--- config.mk ---
export PLATFORM = sky130hd
export DESIGN_NAME = slow_clk_monitor
export DESIGN_NICKNAME = d
export VERILOG_FILES = /design/src/rtl/slow_clk_monitor.sv
export SDC_FILE = /design/constraint.sdc
export NUM_CORES = 1
export LEC_CHECK = 0
export ABC_AREA = 1
export CAP_MARGIN = 20
export CORE_ASPECT_RATIO = 1.1
export CORE_UTILIZATION = 45
export DETAILED_ROUTE_END_ITERATION = 8
export PLACE_DENSITY = 0.73
export SLEW_MARGIN = 20
export SYNTH_ARGS = -nofsm -noshare
export SYNTH_HDL_FRONTEND = slang
export SYNTH_SLANG_ARGS = --single-unit
export TNS_END_PERCENT = 50
--- constraint.sdc ---
create_clock -name clk_i -period 2.72 [get_ports clk_i]
set_input_delay 0.408 -clock clk_i [delete_from_list [all_inputs] [get_ports clk_i]]
set_output_delay 0.408 -clock clk_i [all_outputs]
set_load 0.03 [all_outputs]
--- src/rtl/slow_clk_monitor.sv ---
// slow_clk_monitor: fast-domain receiver for a divided slow clock.
// Synchronises slow_clk_i, emits one tick per slow rising edge, measures the slow period,
// tracks lock against EXP_PERIOD and flags a missing slow clock after TIMEOUT cycles.
// Optional feature macro: DUTY_MEASURE_EN (adds high-time measurement on high_o).
module slow_clk_monitor #(
   parameter int unsigned CNT_W      = 28,
   parameter int unsigned EXP_PERIOD = 67108864,
   parameter int unsigned TOL        = 1024,
   parameter int unsigned TIMEOUT    = 134217728,
   parameter int unsigned LOCK_CNT   = 2
) (
   input  logic             clk_i,
   input  logic             rst_i,
   input  logic             slow_clk_i,
   output logic             tick_o,
   output logic [CNT_W-1:0] period_o,
   output logic             period_vld_o,
   output logic             locked_o,
   output logic             lost_o,
   output logic             err_o,
   output logic [CNT_W-1:0] high_o
);

   // Range limits are one bit wider than the counter so P = per_cnt + 1 never wraps.
   localparam int unsigned LO_INT = (EXP_PERIOD >= TOL) ? (EXP_PERIOD - TOL) : 0;
   localparam int unsigned HI_INT = EXP_PERIOD + TOL;
   localparam logic [CNT_W:0]   LO_BOUND    = (CNT_W+1)'(LO_INT);
   localparam logic [CNT_W:0]   HI_BOUND    = (CNT_W+1)'(HI_INT);
   localparam logic [CNT_W-1:0] TIMEOUT_VAL = CNT_W'(TIMEOUT);
   localparam int unsigned      GOOD_W      = (LOCK_CNT < 2) ? 1 : $clog2(LOCK_CNT + 1);
   localparam logic [GOOD_W-1:0] GOOD_LAST  = GOOD_W'(LOCK_CNT - 1);

   // Elaboration-time sanity checks on the configuration.
   if (LOCK_CNT < 1) begin : g_bad_lock_cnt
      $error("slow_clk_monitor: LOCK_CNT must be at least 1");
   end
   if (TIMEOUT <= HI_INT) begin : g_bad_timeout_lo
      $error("slow_clk_monitor: TIMEOUT must exceed EXP_PERIOD + TOL");
   end
   if (CNT_W < 32) begin : g_chk_timeout_hi
      if (TIMEOUT >= (64'd1 << CNT_W)) begin : g_bad_timeout_hi
         $error("slow_clk_monitor: TIMEOUT must fit in CNT_W bits");
      end
   end

   typedef enum logic [1:0] {
      StIdle,
      StAcq,
      StLocked,
      StLost
   } state_e;

   // Synchroniser, edge detector and validity pipeline.
   logic s1_q, s2_q, s3_q;
   logic v1_q, v2_q;
   logic rise;

   // Period counter and capture path.
   logic [CNT_W-1:0]  per_cnt_q, per_cnt_d;
   logic [CNT_W:0]    p_ext;
   logic              in_range;
   logic              timeout_hit;

   // FSM and lock bookkeeping.
   state_e            state_q, state_d;
   logic [GOOD_W-1:0] good_q, good_d;
   logic              cap;
   logic              err_d;

   // Registered outputs.
   logic              tick_q;
   logic              vld_q;
   logic              err_q;
   logic [CNT_W-1:0]  period_q;

   // Two-flop synchroniser plus edge flop; s3 is held high until s2 carries a real sample so a
   // slow clock that is already high at reset release is not mistaken for a rising edge.
   always_ff @(posedge clk_i or posedge rst_i) begin
      if (rst_i) begin
         s1_q <= 1'b0;
         s2_q <= 1'b0;
         s3_q <= 1'b1;
         v1_q <= 1'b0;
         v2_q <= 1'b0;
      end else begin
         s1_q <= slow_clk_i;
         s2_q <= s1_q;
         s3_q <= v2_q ? s2_q : 1'b1;
         v1_q <= 1'b1;
         v2_q <= v1_q;
      end
   end

   assign rise = s2_q & ~s3_q;

   // Measured period of the cycle ending with this rise, and its tolerance check.
   assign p_ext       = {1'b0, per_cnt_q} + {{CNT_W{1'b0}}, 1'b1};
   assign in_range    = (p_ext >= LO_BOUND) && (p_ext <= HI_BOUND);
   assign timeout_hit = (per_cnt_q == TIMEOUT_VAL) && !rise;

   // Period counter: restarts on every rise, otherwise counts up and saturates at TIMEOUT.
   always_comb begin
      per_cnt_d = per_cnt_q;
      if (rise) begin
         per_cnt_d = '0;
      end else if (per_cnt_q != TIMEOUT_VAL) begin
         per_cnt_d = per_cnt_q + {{(CNT_W-1){1'b0}}, 1'b1};
      end
   end

   // Lock FSM next state; a rise always takes priority over the timeout.
   always_comb begin
      state_d = state_q;
      good_d  = good_q;
      cap     = 1'b0;
      err_d   = 1'b0;
      if (rise) begin
         unique case (state_q)
            StIdle: begin
               state_d = StAcq;
               good_d  = '0;
            end
            StAcq: begin
               cap = 1'b1;
               if (in_range) begin
                  good_d = good_q + {{(GOOD_W-1){1'b0}}, 1'b1};
                  if (good_q == GOOD_LAST) begin
                     state_d = StLocked;
                  end
               end else begin
                  good_d = '0;
               end
            end
            StLocked: begin
               cap = 1'b1;
               if (!in_range) begin
                  err_d   = 1'b1;
                  state_d = StAcq;
                  good_d  = '0;
               end
            end
            StLost: begin
               // Period spanning the outage is meaningless, so it is dropped.
               state_d = StAcq;
               good_d  = '0;
            end
            default: begin
               state_d = StIdle;
               good_d  = '0;
            end
         endcase
      end else if (timeout_hit && (state_q != StLost)) begin
         state_d = StLost;
      end
   end

   // State, counter and registered-output update.
   always_ff @(posedge clk_i or posedge rst_i) begin
      if (rst_i) begin
         state_q   <= StIdle;
         good_q    <= '0;
         per_cnt_q <= '0;
         tick_q    <= 1'b0;
         vld_q     <= 1'b0;
         err_q     <= 1'b0;
         period_q  <= '0;
      end else begin
         state_q   <= state_d;
         good_q    <= good_d;
         per_cnt_q <= per_cnt_d;
         tick_q    <= rise;
         vld_q     <= cap;
         err_q     <= err_d;
         if (cap) begin
            period_q <= p_ext[CNT_W-1:0];
         end
      end
   end

`ifdef DUTY_MEASURE_EN
   logic [CNT_W-1:0] hi_cnt_q, hi_cnt_d;
   logic [CNT_W-1:0] high_q;

   // High-time counter: counts synchronised-high cycles, restarts on every rise, saturates.
   always_comb begin
      hi_cnt_d = hi_cnt_q;
      if (rise) begin
         hi_cnt_d = '0;
      end else if (s2_q && (hi_cnt_q != TIMEOUT_VAL)) begin
         hi_cnt_d = hi_cnt_q + {{(CNT_W-1){1'b0}}, 1'b1};
      end
   end

   // High time is captured alongside the period, including the current (rise) cycle.
   always_ff @(posedge clk_i or posedge rst_i) begin
      if (rst_i) begin
         hi_cnt_q <= '0;
         high_q   <= '0;
      end else begin
         hi_cnt_q <= hi_cnt_d;
         if (cap) begin
            high_q <= hi_cnt_q + {{(CNT_W-1){1'b0}}, s2_q};
         end
      end
   end

   assign high_o = high_q;
`else
   assign high_o = '0;
`endif

   assign tick_o       = tick_q;
   assign period_o     = period_q;
   assign period_vld_o = vld_q;
   assign err_o        = err_q;
   assign locked_o     = (state_q == StLocked);
   assign lost_o       = (state_q == StLost);

   // Structural invariants of the status outputs.
   a_lock_lost_excl : assert property (@(posedge clk_i) disable iff (rst_i)
      !(locked_o && lost_o));
   a_err_has_vld : assert property (@(posedge clk_i) disable iff (rst_i)
      err_o |-> period_vld_o);
   a_vld_has_tick : assert property (@(posedge clk_i) disable iff (rst_i)
      period_vld_o |-> tick_o);

endmodule

==> results of run 1 <==
registers in the layout, summed over array words and instances (netlist names):
signal / count
err_o: 1
state_q: 2
good_q: 2
s2_q: 1
v1_q: 1
tick_o: 1
s1_q: 1
s3_q: 1
period_vld_o: 1
v2_q: 1
period_o: 28
per_cnt_q: 28
metal layers:
| metal | GRT usage [%] | vias to the layer above |
|---|---|---|
| li1 | - | 1681 |
| met1 | 32.08 | 1595 |
| met2 | 37.41 | 100 |
| met3 | 3.211 | 20 |
| met4 | 10.05 | 0 |
| met5 | 0 | - |
cell families after synthesis:
group                    share of synthesized area (%)
adder cells (fa/ha/maj)                          1.932
flip-flops                                       43.83
AND/OR/NAND/NOR                                  36.01
AO/OA/AOI/OAI                                    5.024
XOR/XNOR                                         1.127
other                                           0.1933
buffers and inverters                            11.88
area by class of cell:
| class | instances | area [um2] | share of cell area [%] |
|---|---|---|---|
| tap | 111 | 138.9 | 3.076 |
| timing repair buffer | 39 | 392.9 | 8.703 |
| sequential | 68 | 1704 | 37.75 |
| inverter | 59 | 224.0 | 4.961 |
| clock buffer | 9 | 123.9 | 2.744 |
| multi-input combinational | 393 | 1857 | 41.13 |
| clock inverter | 7 | 73.82 | 1.635 |
power by group:
| group | total, mW | switching, mW | internal, mW | leakage [nW] |
|---|---|---|---|---|
| registers | 1.18 | 0.0876 | 1.09 | 0.919 |
| logic | 0.587 | 0.391 | 0.196 | 1.07 |
| clock network | 0.868 | 0.440 | 0.428 | 0.100 |
worst min-delay path by stage:
stage / to
after detailed placement: s2_q$_DFF_PP0_
after global placement: v2_q$_DFF_PP0_
after floorplan: s2_q$_DFF_PP0_
after CTS: s2_q$_DFF_PP0_
after global routing: s2_q$_DFF_PP0_
final: s2_q$_DFF_PP0_
layout by cell type (no fill, tap or decap), types with 2 or more instances in the layout:
| cell | count |
|---|---|
| buf_4 | 3 |
| clkbuf_8 | 9 |
| clkdlybuf4s50_1 | 35 |
| clkinv_1 | 2 |
| clkinv_2 | 2 |
| conb_1 | 29 |
| dfrtp_1 | 66 |
| ha_1 | 5 |
| inv_1 | 53 |
| inv_2 | 3 |
| inv_6 | 2 |
| nand2_1 | 152 |
| nand2_2 | 9 |
| nand3_1 | 30 |
| nand3b_1 | 2 |
| nand4_1 | 13 |
| nor2_1 | 79 |
| nor2_2 | 5 |
| nor2_4 | 6 |
| nor3_1 | 6 |
| nor4_1 | 4 |
| o21ai_0 | 35 |
| or2_2 | 2 |
| xor2_1 | 2 |
| xor2_2 | 2 |
worst register-to-register path: stages (launching register included):
cell	delay, ns
dfrtp_2	0.47
inv_4	0.13
ha_1	0.28
or2_2	0.31
nor2_1	0.11
nand2_1	0.06
nor2_1	0.17
nand2_1	0.09
nor2_1	0.09
nand2_1	0.06
nor2_1	0.08
nand2_1	0.06
nand3_2	0.10
nand2_2	0.08
o21ai_2	0.18
o21ai_0	0.11
through the flow:
step / cell area [um2] / power (mW) / hold slack [ns] / cells
final: 4514 / 2.633 / 0.3580 / 686
after floorplan: 3986 / 1.619 / 0.3312 / 556
after global placement: 4273 / 1.769 / 0.3370 / 669
after CTS: 4471 / 2.642 / 0.3624 / 685
after global routing: 4514 / 2.763 / 0.3658 / 686
after detailed placement: 4273 / 1.775 / 0.3433 / 669
what timing repair did:
action | 4_1_cts | 5_1_grt
gates resized for setup | 0 | 8
endpoints found under the setup margin | 0 | 5
buffers inserted | 0 | 1
==> impl_metrics.py, run 1 <==
metrics = {
    "synth": {
        "synth_cells": 529,
        "synth_area_um2": 3885,
        "yosys.area.top_type_share_pct": 43.16,
        "syn_avg_cell_area_um2": 7.344,
        "ys_ff_latch": 68,
        "ys_types": 33,
        "ys_seq_area_share_pct": 43.83,
        "synthFlopType": "dfrtp_1",
        "yosys-top-cells-count": "152 x nand2_1, 80 x nor2_1, 67 x dfrtp_1, 54 x inv_1, 35 x o21ai_0",
        "synth_top_cell_by_area": "dfrtp_1",
        "ys_warn_count": 0,
        "async_flop_share_pct": 100.0,
        "synth_area_leaders": "dfrtp_1 43%, nand2_1 15%, nor2_1 7.7%",
        "synth_most_common_cell": "nand2_1",
        "synth_edf_count": 0,
    },
    "setup_path": {
        "cp_max_fo": 6,
        "regToRegSetupSlack_ns": 0.23,
        "cp_cell_sequence": "inv_4 > ha_1 > or2_2 > nor2_1 > nand2_1 > nor2_1 > nand2_1 > nor2_1 > nand2_1 > nor2_1 > nand2_1 > nand3_2 > nand2_2 > o21ai_2 > o21ai_0",
        "endpoint": "good_q[0]$_DFFE_PP0P_",
        "slowest_delay_ns": 0.47,
        "worstRegToRegCells": 15,
        "crit_slowest_cell": "dfrtp_2",
        "critical_path_class": "flip-flop to flip-flop",
        "path_buf_inv": 1,
        "r2r-start": "per_cnt_q[0]$_DFFE_PP0P_",
        "startpoint": "per_cnt_q[0]$_DFFE_PP0P_",
        "crit_arrival_ns": 2.73,
        "cpLargestDelayFamily": "simple AND/OR/NAND/NOR gates",
        "reg2reg_to": "good_q[0]$_DFFE_PP0P_",
        "critical_path.endpoint_type": "flip-flop",
        "crit_path_start_kind": "flip-flop",
        "cp_num_cells": 15,
        "crit_required_ns": 2.96,
    },
    "floorplan": {
        "die-area_um2": 9009,
        "die_w_um": 90.59,
        "rows": 35,
        "initial_core_util_pct": 46.45,
        "coreArea_um2": 8364,
        "die_y_um": 99.45,
        "ios": 64,
    },
    "global_route": {
        "overflow": 0,
        "grt_pass1_wl_um": 16300,
        "grt_pass1_vias": 3293,
        "grt_use_total_pct": 23.44,
        "grt_max_degree": 56,
        "antenna_found_initial": 0,
    },
    "sta": {
        "grt_setup_unrepaired": "false",
        "worst_slew_pin_slew_ns": 0.5419,
        "fin_crit_sh_pct": 91.67,
        "setup-violations-final": 0,
        "finalCriticalPeriod_ns": 2.493,
        "fmax_ghz": 0.4011,
        "setup_tns_ns": 0,
        "slew_headroom_pct": 63.82,
        "clock_skew_ns": 0.008515,
        "timing.final.ws_setup_ns": 0.2267,
        "drv_slew": 0,
        "final-hold-violation-count": 0,
    },
    "route": {
        "via_count": 3396,
        "top_layer": "met4",
        "drtAntennaViolNets": 0,
        "dr.pass1.iters": 5,
        "wirelength_um": 9973,
        "drt_iter0_markers": 280,
        "met3_length_um": 434,
        "met1_length_um": 4677,
        "post-route-drc-count": 0,
        "viasPerCell": 4.950,
        "wl_per_cell_um": 14.54,
        "wl_met2_um": 4640,
    },
    "finish": {
        "final_util_pct": 53.97,
        "num_antenna_cells": 0,
        "fill_cells": 819,
        "syn_to_final_growth_pct": 16.20,
        "finish.net_count": 579,
        "drive_gt1_share_pct": 9.913,
    },
    "clock_network": {
        "insertion_delay_ns": 0.36,
        "cts_buffers": 9,
        "cts_buffer_depth": 2,
        "cts_tree": "yes",
        "cts_max_level": 3,
        "clock-sinks": 68,
        "clk_pin_slew_ns": 0.08,
        "postCtsHoldBufs": 0,
        "cts_root_buffer": "clkbuf_8",
    },
    "min_path": {
        "whs_path_depth": 0,
        "hold_path.class": "flip-flop to flip-flop",
        "hold_start": "s1_q$_DFF_PP0_",
    },
    "power": {
        "p_leak_nw": 2.089,
        "power.density_nw_per_um2": 583.3,
        "irDropWorstVdd_mv": 0.5152,
    },
    "flow_run": {
        "drv_cap": 0,
    },
    "placed_design": {
        "routabilityCongestion": 1.024,
        "placement.io_buffers": 35,
        "place_hpwl_um": 7515,
        "preCtsSetupSlack_ns": 0.1090,
    },
    "run_status": {
        "run_status": "complete, no violations",
    },
}
(Power assumes the default switching activity.)
==> run 2: changes to the inputs <==
--- a/config.mk
+++ b/config.mk
@@ -7,6 +7,7 @@
 export LEC_CHECK = 0
 export ABC_AREA = 1
-export CAP_MARGIN = 20
+export CAP_MARGIN = 10
 export CORE_ASPECT_RATIO = 1.1
+export CORE_MARGIN = 10
 export CORE_UTILIZATION = 45
 export DETAILED_ROUTE_END_ITERATION = 8
==> constraint.sdc (replaced) <==
create_clock -name clk_i -period 2.72 [get_ports clk_i]
set_input_delay 0.272 -clock clk_i [delete_from_list [all_inputs] [get_ports clk_i]]
set_output_delay 0.272 -clock clk_i [all_outputs]
set_load 0.03 [all_outputs]
==> impl_metrics.py, run 2 (synthesis results as in run 1) <==
metrics = {
    "global_route": {
        "antenna_found_initial": 0,
        "grt_use_total_pct": 16.43,
        "grt_pass1_vias": 3319,
        "grt_pass1_wl_um": 16880,
        "grt_max_degree": 46,
        "overflow": 0,
    },
    "setup_path": {
        "cp_cell_sequence": "ha_2 > nand2_2 > nor2_4 > nand3_1 > nor3_1 > nor2_1 > buf_4 > nor2_1 > nand2_1 > nor2_1 > nand3_1 > nand3_2 > nand2_2 > o21ai_2 > nand2_1 > o21ai_0",
        "crit_path_start_kind": "flip-flop",
        "crit_required_ns": 2.98,
        "critical_path.endpoint_type": "flip-flop",
        "cp_common_cell": "nor2_1",
        "cpLargestDelayFamily": "simple AND/OR/NAND/NOR gates",
        "critical_path_class": "flip-flop to flip-flop",
        "slowest_delay_ns": 0.44,
        "path_buf_inv": 1,
        "crit_slowest_cell": "dfrtp_2",
        "crit_arrival_ns": 2.74,
        "cp_max_fo": 5,
    },
    "floorplan": {
        "ios": 64,
        "die_y_um": 117.5,
        "coreArea_um2": 8408,
        "rows": 35,
        "initial_core_util_pct": 46.21,
        "die-area_um2": 12750,
        "die_w_um": 108.6,
    },
    "finish": {
        "fill_cells": 794,
        "num_antenna_cells": 0,
        "final_util_pct": 54.12,
        "seq_area_um2": 1704,
        "syn_to_final_growth_pct": 17.13,
        "final_common_cell": "nand2_1",
        "most-common-layout-cells": "150 x nand2_1, 76 x nor2_1, 66 x dfrtp_1",
        "multi_input_area_um2": 1859,
        "drive_gt1_share_pct": 11.07,
        "final_cells": 689,
        "fin_area_um2": 4551,
        "finish.net_count": 582,
    },
    "clock_network": {
        "insertion_delay_ns": 0.35,
        "clk_pin_slew_ns": 0.08,
        "cts_max_level": 3,
        "cts_root_buffer": "clkbuf_8",
        "clock-sinks": 68,
        "cts_buffer_depth": 2,
        "cts_buffers": 9,
        "cts_tree": "yes",
    },
    "power": {
        "finalPower_mw": 2.651,
        "irDropWorstVdd_mv": 0.3384,
        "p_leak_nw": 2.102,
        "power.density_nw_per_um2": 582.6,
    },
    "placed_design": {
        "preCtsSetupSlack_ns": 0.2247,
        "postPlaceCellArea_um2": 4295,
        "dp_cells": 672,
        "placement.io_buffers": 35,
        "place_hpwl_um": 8169,
        "routabilityCongestion": 0.9200,
    },
    "sta": {
        "setup_tns_ns": 0,
        "setup-violations-final": 0,
        "clock_skew_ns": 0.009768,
        "timing.final.ws_setup_ns": 0.2385,
        "worst_slew_pin_slew_ns": 0.5150,
        "drv_slew": 0,
        "hold_ws_ns": 0.2740,
        "fin_crit_sh_pct": 91.23,
        "final-hold-violation-count": 0,
        "finalCriticalPeriod_ns": 2.482,
        "fmax_ghz": 0.4030,
        "slew_headroom_pct": 65.62,
    },
    "route": {
        "wirelength_um": 10440,
        "viasPerCell": 4.964,
        "via_count": 3420,
        "dr.pass1.iters": 5,
        "drtAntennaViolNets": 0,
        "wl_per_cell_um": 15.16,
        "drt_iter0_markers": 203,
        "post-route-drc-count": 0,
    },
    "min_path": {
        "hold_path.class": "input pin to async pin",
    },
    "flow_run": {
        "drv_cap": 0,
    },
    "run_status": {
        "run_status": "complete, no violations",
    },
}
[run 2: worst paths after layout]
kind                                          startpoint                  endpoint  slack [ns]  cells past startpoint
worst max-delay path            per_cnt_q[0]$_DFFE_PP0P_     good_q[1]$_DFFE_PP0P_        0.24                     16
worst min-delay path                               rst_i  period_o[23]$_DFFE_PP0P_        0.27                      2
worst max register to register  per_cnt_q[0]$_DFFE_PP0P_     good_q[1]$_DFFE_PP0P_        0.24                     16
worst min register to register            s1_q$_DFF_PP0_            s2_q$_DFF_PP0_        0.36                      0
max in group asynchronous                          rst_i            s3_q$_DFF_PP1_        1.77                      3
min in group clk_i                            slow_clk_i            s1_q$_DFF_PP0_        0.35                      1
[run 2: routing by layer]
metal | vias up | GRT usage [%] | share of wire (%)
li1 | 1688 | - | -
met2 | 117 | 25.60 | 48
met1 | 1602 | 21.43 | 44
met4 | 0 | 6.518 | 1.6
met5 | - | 0 | 0
met3 | 13 | 3.560 | 6.9
[run 2: power breakdown]
group          total (mW)  leakage, nW  internal, mW  switching (mW)
registers            1.18        0.919          1.09          0.0846
logic               0.607         1.08         0.201           0.406
clock network       0.869       0.0995         0.456           0.413
total                2.65         2.10          1.75           0.904
[run 2: worst register-to-register path, delay by kind of cell (launching register included)]
kind                     cells  cell delay (ns)
AO/OA/AOI/OAI                2             0.28
flip-flops                   1             0.44
adder cells (fa/ha/maj)      1             0.24
buffers and inverters        1             0.14
AND/OR/NAND/NOR             12             1.30
[run 2: layout make-up]
cell class              count  share of cell area, %
repair buffers             42                  9.128
flip-flops and latches     68                  37.45
inverters                  59                  4.922
clock buffers              10                  3.024
clock inverters             6                  1.567
well taps                 111                  3.052
multi-input cells         393                  40.86
[run 2: timing repair]
item                                    in CTS  in global routing
gates resized for setup                      0                 12
hold buffers                                 0                  0
setup buffers                                0                  1
endpoints found under the setup margin       0                  4
==> run 3: changes to the inputs <==
Settings changed: REMOVE_ABC_BUFFERS from default to 1.
==> impl_metrics.py, run 3 (synthesis results as in run 1) <==
metrics = {
    "floorplan": {
        "ios": 64,
        "initial_core_util_pct": 46.21,
        "die_w_um": 108.6,
        "coreArea_um2": 8408,
        "rows": 35,
        "die-area_um2": 12750,
        "die_y_um": 117.5,
    },
    "setup_path": {
        "slowest_delay_ns": 0.42,
        "cpLargestDelayFamily": "simple AND/OR/NAND/NOR gates",
        "critical_path_class": "flip-flop to flip-flop",
        "crit_arrival_ns": 2.74,
        "crit_path_start_kind": "flip-flop",
        "path_buf_inv": 1,
        "crit_slowest_cell": "dfrtp_2",
        "cp_max_fo": 6,
        "cp_common_cell": "nand2_1",
        "critical_path.endpoint_type": "flip-flop",
        "cp_cell_sequence": "ha_2 > nand2_2 > nor2_2 > nand3_1 > nand2_1 > nand2_1 > inv_1 > nand2_1 > nor2_2 > nand3_1 > o21bai_2 > nand2_2 > o21ai_4 > nand2_1 > o21ai_1",
        "crit_required_ns": 2.99,
    },
    "route": {
        "viasPerCell": 4.914,
        "dr.pass1.iters": 4,
        "wl_per_cell_um": 14.99,
        "drtAntennaViolNets": 0,
        "via_count": 3391,
        "drt_iter0_markers": 175,
        "post-route-drc-count": 0,
        "wirelength_um": 10350,
    },
    "global_route": {
        "use_met2_pct": 26.39,
        "grt_max_degree": 29,
        "grt_pass1_wl_um": 16620,
        "antenna_found_initial": 0,
        "grt_use_total_pct": 16.15,
        "use_met3_pct": 3.067,
        "overflow": 0,
        "busiest_layer": "met2",
        "met1_usage_pct": 20.31,
        "grt_pass1_vias": 3273,
    },
    "finish": {
        "drive_gt1_share_pct": 10.71,
        "fill_cells": 841,
        "final_common_cell": "nand2_1",
        "num_antenna_cells": 0,
        "most-common-layout-cells": "152 x nand2_1, 78 x nor2_1, 65 x dfrtp_1",
        "finish.net_count": 583,
        "syn_to_final_growth_pct": 17.71,
    },
    "min_path": {
        "hold_path.class": "input pin to async pin",
    },
    "sta": {
        "final-hold-violation-count": 0,
        "timing.final.ws_setup_ns": 0.2527,
        "worst_slew_pin_slew_ns": 0.5302,
        "clock_skew_ns": 0.01422,
        "fmax_ghz": 0.4053,
        "slew_headroom_pct": 64.60,
        "drv_slew": 0,
        "fin_crit_sh_pct": 90.71,
        "hold_ws_ns": 0.2696,
        "setup-violations-final": 0,
        "finalCriticalPeriod_ns": 2.467,
    },
    "clock_network": {
        "cts_buffer_depth": 2,
        "cts_max_level": 3,
        "cts_buffers": 9,
        "insertion_delay_ns": 0.36,
        "clk_pin_slew_ns": 0.09,
        "cts_tree": "yes",
        "cts_root_buffer": "clkbuf_8",
        "clock-sinks": 68,
    },
    "placed_design": {
        "preCtsSetupSlack_ns": 0.1704,
        "routabilityCongestion": 1.009,
        "placement.io_buffers": 35,
        "place_hpwl_um": 8188,
    },
    "flow_run": {
        "drv_cap": 0,
    },
    "power": {
        "p_leak_nw": 2.125,
        "power.density_nw_per_um2": 614.2,
        "irDropWorstVdd_mv": 0.4756,
    },
    "run_status": {
        "run_status": "complete, no violations",
    },
}
[run 3: changes by cell type in the layout (fill, tap and decap cells not counted), sizes merged]
cell      change
bufinv        +2
clkinvlp      -2
buf           +1
clkinv        +1
inv           -1
[run 3: final cells by class]
| cell class | instances | area, um2 | share of cell area [%] |
|---|---|---|---|
| timing repair buffer | 43 | 410.4 | 8.974 |
| tap | 111 | 138.9 | 3.037 |
| clock buffer | 10 | 127.6 | 2.791 |
| sequential | 68 | 1705 | 37.29 |
| inverter | 59 | 221.5 | 4.843 |
| multi-input combinational | 393 | 1857 | 40.60 |
| clock inverter | 6 | 112.6 | 2.462 |
[run 3: timing repair]
action	CTS	global route
hold buffers	0	0
setup endpoints to repair	0	4
endpoints found under the hold margin	0	0
gates resized for setup	0	9
buffers inserted	0	2
[run 3: worst paths after layout]
path	slack (ns)	cells after the start	end	from
max	0.25	15	good_q[0]$_DFFE_PP0P_	per_cnt_q[0]$_DFFE_PP0P_
min	0.27	2	per_cnt_q[0]$_DFFE_PP0P_	rst_i
max reg2reg	0.25	15	good_q[0]$_DFFE_PP0P_	per_cnt_q[0]$_DFFE_PP0P_
min reg2reg	0.35	0	s2_q$_DFF_PP0_	s1_q$_DFF_PP0_
max in group asynchronous	1.72	3	per_cnt_q[10]$_DFFE_PP0P_	rst_i
min in group clk_i	0.35	0	s2_q$_DFF_PP0_	s1_q$_DFF_PP0_
[run 3: report_power, final]
group          total (mW)  leakage [nW]  internal (mW)  switching (mW)
Clock                1.02         0.121          0.613           0.412
Sequential           1.17         0.917           1.09          0.0827
Combinational       0.611          1.09          0.213           0.398
[run 3: through the flow]
| stage | util, % | instance area (um2) | power [mW] | instances | setup TNS (ns) |
|---|---|---|---|---|---|
| finish | 54.39 | 4573 | 2.809 | 690 | 0 |
| global route | 54.39 | 4573 | 2.946 | 690 | -0.01625 |
| CTS | 53.79 | 4523 | 2.804 | 688 | 0 |
| detailed placement | 50.94 | 4283 | 1.776 | 672 | 0 |
| global placement | 50.94 | 4283 | 1.767 | 672 | 0 |
| floorplan | - | 3746 | 1.584 | 520 | -6.681 |
[run 3: routing by layer]
metal  part of all wire [%]  routed length, um  up-vias
met2                     49               5037       97
met5                      0                  0        -
met4                    1.9                193        0
met3                    6.5                669       18
li1                       -                  -     1682
met1                     43               4445     1594
